[config.mk]
export PLATFORM = sky130hd
export DESIGN_NAME = y86_bus_tracer
export DESIGN_NICKNAME = d
export VERILOG_FILES = /design/src/rtl/y86_trace_pkg.sv /design/src/rtl/y86_trace_fifo.sv /design/src/rtl/y86_bus_tracer.sv
export SDC_FILE = /design/constraint.sdc
export NUM_CORES = 1
export LEC_CHECK = 0
export ABC_AREA = 1
export ABC_CLOCK_PERIOD_IN_PS = 14700
export BUFFER_PORTS_ARGS = -buffer_cell sky130_fd_sc_hd__buf_4
export CAP_MARGIN = 20
export CORE_AREA = 4 4 340 342
export DETAILED_ROUTE_END_ITERATION = 10
export DIE_AREA = 0 0 344 346
export MAX_ROUTING_LAYER = met4
export PLACE_DENSITY = 0.67
export SYNTH_ARGS = -nofsm -noshare
export SYNTH_HDL_FRONTEND = slang
export SYNTH_HIERARCHICAL = 1
export SYNTH_SLANG_ARGS = --single-unit
[constraint.sdc]
create_clock -name clk -period 14.7 [get_ports clk]
set_input_delay 2.94 -clock clk [delete_from_list [all_inputs] [get_ports clk]]
set_output_delay 2.94 -clock clk [all_outputs]
set_load 0.01 [all_outputs]
[src/rtl/y86_trace_pkg.sv]
// y86_trace_pkg: trace record layout and kind encodings for the y86 bus tracer
package y86_trace_pkg;
  localparam int TRACE_W = 74;
  localparam logic [1:0] KIND_RD   = 2'b01;
  localparam logic [1:0] KIND_WR   = 2'b10;
  localparam logic [1:0] KIND_COLL = 2'b11;
  typedef struct packed {
    logic [1:0]  kind;
    logic [7:0]  opcode;
    logic [31:0] addr;
    logic [31:0] data;
  } trace_rec_t;
endpackage

[src/rtl/y86_trace_fifo.sv]
// y86_trace_fifo: generic synchronous FIFO; a full FIFO still accepts a push when popped in the same edge
module y86_trace_fifo #(
  parameter int DEPTH = 16,
  parameter int W = 74,
  localparam int AW = $clog2(DEPTH),
  localparam int LW = AW + 1
) (
  input  logic          clk,
  input  logic          rst,
  input  logic          push_i,
  input  logic [W-1:0]  din_i,
  input  logic          pop_i,
  output logic [W-1:0]  dout_o,
  output logic          full_o,
  output logic          empty_o,
  output logic [LW-1:0] level_o
);
  logic [W-1:0] mem [DEPTH];
  logic [AW-1:0] rd_ptr_q, wr_ptr_q;
  logic [LW-1:0] level_q, level_d;
  logic do_push, do_pop;
  always_comb begin
    empty_o = level_q == '0;
    full_o = level_q == LW'(DEPTH);
    do_pop = pop_i && !empty_o;
    do_push = push_i && (!full_o || do_pop);
    level_d = level_q + LW'(do_push) - LW'(do_pop);
    dout_o = empty_o ? '0 : mem[rd_ptr_q];
    level_o = level_q;
  end
  always_ff @(posedge clk) begin
    if (rst) begin
      rd_ptr_q <= '0;
      wr_ptr_q <= '0;
      level_q <= '0;
    end else begin
      rd_ptr_q <= rd_ptr_q + AW'(do_pop);
      wr_ptr_q <= wr_ptr_q + AW'(do_push);
      level_q <= level_d;
    end
  end
  always_ff @(posedge clk) if (do_push) mem[wr_ptr_q] <= din_i;
endmodule

[src/rtl/y86_bus_tracer.sv]
// y86_bus_tracer: passive y86 memory-bus observer packing transactions into a drained trace FIFO
module y86_bus_tracer
  import y86_trace_pkg::*;
#(
  parameter int DEPTH = 16,
  parameter int CNT_W = 32
) (
  input  logic                     clk,
  input  logic                     rst,
  input  logic [31:0]              bus_A,
  input  logic [31:0]              bus_in,
  input  logic [31:0]              bus_out,
  input  logic                     bus_RE,
  input  logic                     bus_WE,
  input  logic [7:0]               current_opcode,
  input  logic                     trace_en,
  input  logic                     clr_stats,
  output logic                     trace_valid,
  input  logic                     trace_ready,
  output logic [TRACE_W-1:0]       trace_data,
  output logic [$clog2(DEPTH):0]   fifo_level,
  output logic [CNT_W-1:0]         rd_count,
  output logic [CNT_W-1:0]         wr_count,
  output logic [15:0]              drop_count,
  output logic                     overflow
);
  trace_rec_t rec;
  logic cap, pop, push, drop, full, empty;
  logic [CNT_W-1:0] rd_q, rd_d, wr_q, wr_d;
  logic [15:0] drop_q, drop_d;
  logic ovf_q, ovf_d;
  always_comb begin
    cap = trace_en && (bus_RE || bus_WE);
    pop = trace_valid && trace_ready;
    push = cap && (!full || pop);
    drop = cap && full && !pop;
    rec.kind = bus_WE ? (bus_RE ? KIND_COLL : KIND_WR) : KIND_RD;
    rec.opcode = current_opcode;
    rec.addr = bus_A;
    rec.data = bus_WE ? bus_out : bus_in;
    rd_d = (clr_stats ? '0 : rd_q) + CNT_W'(cap && bus_RE);
    wr_d = (clr_stats ? '0 : wr_q) + CNT_W'(cap && bus_WE);
    drop_d = clr_stats ? '0 : drop_q;
    drop_d = drop_d + 16'(drop && drop_d != '1);
    ovf_d = (!clr_stats && ovf_q) || drop;
  end
  always_ff @(posedge clk) begin
    if (rst) begin
      rd_q <= '0;
      wr_q <= '0;
      drop_q <= '0;
      ovf_q <= 1'b0;
    end else begin
      rd_q <= rd_d;
      wr_q <= wr_d;
      drop_q <= drop_d;
      ovf_q <= ovf_d;
    end
  end
  y86_trace_fifo #(.DEPTH(DEPTH), .W(TRACE_W)) u_fifo (
    .clk(clk), .rst(rst), .push_i(push), .din_i(rec), .pop_i(trace_ready),
    .dout_o(trace_data), .full_o(full), .empty_o(empty), .level_o(fifo_level)
  );
  assign trace_valid = !empty;
  assign rd_count = rd_q;
  assign wr_count = wr_q;
  assign drop_count = drop_q;
  assign overflow = ovf_q;
endmodule

==> results of run 1 <==
-- cell families after synthesis --
family,count (synthesis),synth area share [%]
xor+xnor,8,0.125
fa+ha+maj,17,0.393
buf+inv,1007,7.90
compound gates,173,1.58
flops,1278,66.9
simple gates,3109,23.1
-- stage by stage --
step                std cells  total power, mW  instance area [um^2]
finish                   7364             9.90                 63100
global route             7364             10.4                 63100
CTS                      7362             9.98                 63000
detailed placement       7124             6.65                 58700
global placement         7124             6.63                 58700
floorplan                5592             5.88                 56000
-- power by group through the flow --
| stage | Sequential, mW | Combinational [mW] | Clock, mW |
|---|---|---|---|
| 6_report | 4.14 | 2.43 | 3.33 |
| 5_1_grt | 4.14 | 2.71 | 3.54 |
| 4_1_cts | 4.14 | 2.46 | 3.39 |
| 3_5_place_dp | 4.21 | 2.44 | 0 |
| 3_3_place_gp | 4.21 | 2.42 | 0 |
| 2_1_floorplan | 4.18 | 1.70 | 0 |
-- area by class of cell --
| type | count | area (um^2) | area share (%) |
|---|---|---|---|
| clock inverter | 56 | 604 | 0.958 |
| inverter | 723 | 2770 | 4.39 |
| sequential | 1278 | 37500 | 59.4 |
| multi-input combinational | 3307 | 14200 | 22.6 |
| clock buffer | 182 | 3700 | 5.87 |
| tap | 1500 | 1880 | 2.98 |
| timing repair buffer | 317 | 2410 | 3.83 |
| antenna | 1 | 2.50 | 0.00397 |
-- worst paths after layout --
path,from,endpoint,slack (ps),depth (start not counted)
max,u_fifo/rd_ptr_q[1],trace_data[55],6910,8
min,overflow,overflow,490,2
min reg2reg,overflow,overflow,490,2
max reg2reg,u_fifo/level_o[2],u_fifo/mem[12][47],10440,12
-- worst max-delay path: cells and delay by family, from the launching register on --
family | cells | cell delay [ps]
buffers and inverters | 4 | 2700
DFF | 1 | 610
and+or+nand+nor | 3 | 370
AOI/OAI and AO/OA | 1 | 310
-- synth_stat cells (all sizes together) (3+ instances only) --
| master | instances |
|---|---|
| a21oi | 133 |
| ha | 16 |
| nand3 | 844 |
| a211oi | 4 |
| o21ai | 32 |
| nand2 | 2027 |
| inv | 722 |
| buf | 235 |
| xor2 | 4 |
| and2 | 3 |
| xnor2 | 4 |
| nor3b | 4 |
| nor3 | 6 |
| clkbuf | 49 |
| edfxtp | 1184 |
| nor2 | 219 |
| dfxtp | 94 |
| nand4 | 5 |
-- registers in the layout (all words and copies together), names as in the netlist --
signal / flops
overflow: 1
u_fifo/wr_ptr_q: 4
u_fifo/level_o: 5
rd_count: 32
wr_count: 32
u_fifo/mem: 1184
u_fifo/rd_ptr_q: 4
drop_count: 16
-- metal layers --
layer  global-route usage [%]  up-vias  wire length [um]
met5                        -        -                 0
li1                         -    18555                 -
met4                     7.21        0              3620
met1                     31.2    18702             58400
met2                     38.2     1372             68200
met3                     3.45      237              9130
==> reports/results.txt, run 1 <==
status -> finished, final reports clean
Crit Path Category -> reg2out
Port Buffer Count -> 271
Pint -> 6.76 mW
clk_lat worst skew -> 730 ps
final hold violations -> 0
CTS Root Cell -> clkbuf_16
top cell type's share of synthesized area -> 63.5%
logic gate share of total power -> 24.6%
Synth area leaders -> edfxtp_1 (64%), nand2_1 (14%), nand3_1 (7.5%)
DR WL/cell -> 18.9 um
NetSw -> 3.14 mW
RSZ-0062 raised after global routing -> false
Syn Std Cell Area -> 56000 um^2
Final Worst Setup Slack -> 6910 ps
fin crit period -> 7790 ps
Core Rows -> 123
element type at the critical path end -> output port
worst-case clock buffer depth -> 3
sequential share of the synthesized area -> 66.9%
die area -> 119000 um^2
synth warn -> 6
clk slew on worst S/H paths -> 60 ps
Ports -> 272
DRT iter0 DRCs -> 3450
Critical-path top delay cell -> buf_4
TritonCTS clock tree -> done
GRT Overall Usage -> 23.7%
DR pass1 iterations -> 8
H-tree depth -> 4
initial antenna violation count -> 1
Final Hold Slack -> 494 ps
commonest non-fill, non-tap cell in the layout -> nand2_1
PostCTS Resize Cnt -> 0
clk_skew -> 19.5 ps
CTS Buf Count -> 138
max-slew violation count -> 0
setup violators final -> 0
Fillers -> 9422
CP most frequent cell -> buf_4
Std-Cell Core Area -> 112000 um^2
Avg Cell Area, Syn -> 10.0 um^2
hold_buf cts -> 0
Routability Congestion -> 0.838
Sequential Power Share -> 41.8%
Max-slew headroom -> 22.5%
Via Count -> 38866
first-pass GRT wire length -> 214000 um
WL final -> 139000 um
vias in the first global route -> 37102
Critical Path Start Type -> flop
final worst path period share -> 53.0%
Peak VDD IR -> 0.123 mV
post-synthesis net count -> 5720
slew of the pin with the lowest slew margin -> 1160 ps
ys async rst share -> 0%
count of max-cap constraint violations -> 0
Pwr Density -> 157 nW/um^2
gr ovfl total -> 0
Max Clk Rate -> 128 MHz
# DRC -> 0
maximum fanout along the worst path -> 72
post-synthesis cell type with the largest combined area -> edfxtp_1
critical path required time -> 11760 ps
TritonCTS Sinks -> 1278
CP max stage delay -> 900 ps
clock power share -> 33.7%
dpl hpwl -> 75200 um
sequence of cells on the critical path -> buf_4, buf_4, buf_4, nand3_1, nand3_1, nand3_1, a21oi_1, buf_4
Synth cell types -> 38
Sw Ratio -> 31.7%
P&R area growth vs syn -> 12.7%
fin nets -> 5893
die width -> 344 um
ANT nets after route -> 0
ys flop type -> edfxtp_1
final core utilization -> 56.1%
post-synthesis sequential element count -> 1278
Starting Density -> 49.8%
CP arrival -> 4850 ps
die height -> 346 um
largest net degree at the start of global routing -> 186
cells after synthesis -> 5592
pre-CTS setup slack -> 7660 ps
leak pwr -> 26.0 nW
commonest non-fill, non-tap cells in the layout -> nand2_1 (2021), edfxtp_1 (1184), nand3_1 (834), inv_1 (715), buf_4 (315)
setup TNS -> 0 ps
share of cells above drive strength 1 -> 9.64%
Vias/cell -> 5.28
setup bufs post-CTS -> 0
HP Class -> reg2reg
number of synthesized flops with an enable pin -> 1184
(Power assumes the default switching activity.)
==> run 2: changes to the inputs <==
- ABC_CLOCK_PERIOD_IN_PS: 14700 -> 7600
- clock period: 14.7 -> 7.6 ns (I/O delays scaled with it)
==> run 2 against run 1 <==
Net effect: hold slack lost 1.4 ps; flip-flop and latch count is the same; register-to-register slack lost 7000 ps; utilization shrank 0.063 points; global-route usage grew 0.12 points; clock skew grew 1.9 ps; clock power grew 87%; via count grew 0.13%; non-clock buffer count grew 7; wire length grew 0.56%; sequential power grew 93%.
==> reports/results.txt, run 2 (same netlist as run 1, synthesis figures left out) <==
pre-CTS setup slack -> 2460 ps (-5200 ps)
leak pwr -> 26.0 nW (about the same)
fin nets -> 5897 (+0.068%)
Max-slew headroom -> 22.9% (+0.46 points)
hold_buf cts -> 0 (unchanged)
HP Class -> reg2reg
CP arrival -> 4240 ps (-610 ps)
routing usage on met3 -> 3.28% (-0.17 points)
# DRC -> 0 (unchanged)
setup bufs post-CTS -> 0 (unchanged)
ANT nets after route -> 0 (unchanged)
Max Clk Rate -> 174 MHz
P&R area growth vs syn -> 12.5%
Vias/cell -> 5.28 (about the same)
DR pass1 iterations -> 6 (-2)
TritonCTS clock tree -> done
clk_lat worst skew -> 730 ps (about the same)
Critical Path Start Type -> flop
Core Rows -> 123 (unchanged)
commonest non-fill, non-tap cells in the layout -> nand2_1 (2021), edfxtp_1 (1184), nand3_1 (834), inv_1 (715), buf_4 (319)
share of cells above drive strength 1 -> 9.67% (+0.035 points)
final worst path period share -> 75.8%
GRT met2 Usage -> 39.3% (+1.0 points)
max reg flops -> 1184 (unchanged)
first-pass GRT wire length -> 213000 um (-0.39%)
Crit Path Category -> reg2out
Routability Congestion -> 0.853 (+1.8%)
CTS Buf Count -> 135 (-2.2%)
critical path required time -> 6080 ps (-5680 ps)
die width -> 344 um (unchanged)
CTS Root Cell -> clkbuf_16
Power Total -> 19.0 mW (+92%)
placed inst area -> 58800 um^2 (+0.19%)
Std-Cell Core Area -> 112000 um^2 (unchanged)
largest net degree at the start of global routing -> 362 (+95%)
TritonCTS Sinks -> 1278 (unchanged)
maximum fanout along the worst path -> 361 (+400%)
clk slew on worst S/H paths -> 60 ps (about the same)
DR WL/cell -> 19.0 um (+0.42%)
H-tree depth -> 4 (unchanged)
status -> finished, final reports clean
commonest non-fill, non-tap cell in the layout -> nand2_1
Ports -> 272 (unchanged)
final hold violations -> 0 (unchanged)
gr ovfl total -> 0 (unchanged)
GRT Overall Usage -> 23.8% (+0.12 points)
clk_skew -> 21.3 ps (+1.85 ps)
vias in the first global route -> 36939 (-0.44%)
initial antenna violation count -> 1 (unchanged)
Final Worst Setup Slack -> 1840 ps (-5070 ps)
element type at the critical path end -> output port
max-slew violation count -> 0 (unchanged)
DRT iter0 DRCs -> 3354 (-2.8%)
routing usage on met1 -> 30.8% (-0.36 points)
fin crit period -> 5760 ps
final core utilization -> 56.1% (-0.063 points)
slew of the pin with the lowest slew margin -> 1160 ps (-6.86 ps)
Peak VDD IR -> 0.531 mV (+330%)
Biggest register -> u_fifo/mem
Port Buffer Count -> 271 (unchanged)
WL final -> 140000 um (+0.56%)
Starting Density -> 49.8% (unchanged)
PostCTS Resize Cnt -> 0 (unchanged)
worst-case clock buffer depth -> 3 (unchanged)
Via Count -> 38917 (+0.13%)
setup TNS -> 0 ps (unchanged)
Pwr Density -> 301 nW/um^2 (+92%)
die area -> 119000 um^2 (unchanged)
count of max-cap constraint violations -> 0 (unchanged)
GRT busiest layer -> met2
die height -> 346 um (unchanged)
setup violators final -> 0 (unchanged)
design area -> 63000 um^2 (-0.11%)
dpl hpwl -> 74400 um (-1.1%)
RSZ-0062 raised after global routing -> false
==> run 2: cell types whose count changed in the layout (fill, tap and decap cells not counted), moves of 3 or more <==
cell and delta:
buf_12 +4, clkbuf_1 -8, clkbuf_8 -3, buf_4 +4, clkinv_1 +15, clkinv_2 +5
==> run 2: path summary, 6_finish.rpt <==
| check | slack, ps | from | cells past startpoint | endpoint |
|---|---|---|---|---|
| worst min-delay path | 490 | overflow | 2 | overflow |
| worst max register to register | 3450 | u_fifo/level_o[2] | 12 | u_fifo/mem[12][58] |
| worst min register to register | 490 | overflow | 2 | overflow |
| worst max-delay path | 1840 | u_fifo/rd_ptr_q[0] | 8 | trace_data[31] |
==> run 2: worst max-delay path, cell delays in order, from the launching register on <==
cell       delay [ps]
dfxtp_4           760
clkinv_16         750
buf_4             670
nand2_1           130
nand3_1            70
nand3_1           130
nand3_1           100
a21oi_1           420
buf_4             210
==> run 2: routing by layer <==
layer / share of wire (%) / wire length (um)
met3: 7.3 / 10300
met2: 49 / 68300
met4: 2.6 / 3690
met1: 41 / 57900
met5: 0 / 0
==> run 2: final cells by class <==
cell class / count / area [um^2]
flip-flops and latches: 1278 / 37500
diodes: 1 / 2.50
inverters: 723 / 2770
clock buffers: 169 / 3580
clock inverters: 72 / 572
multi-input cells: 3307 / 14200
repair buffers: 324 / 2490
fillers: 9476 / 49400
well taps: 1500 / 1880
==> run 2: power by group <==
group / switching (mW) / internal [mW]
Clock: 2.65 / 3.58
Sequential: 0.112 / 7.88
Combinational: 3.30 / 1.46
==> run 2: metrics by stage <==
step,hold WS (ps),instances
6_report,492,7374
2_1_floorplan,488,5592
5_1_grt,536,7374
4_1_cts,499,7373
3_5_place_dp,490,7132
3_3_place_gp,480,7132
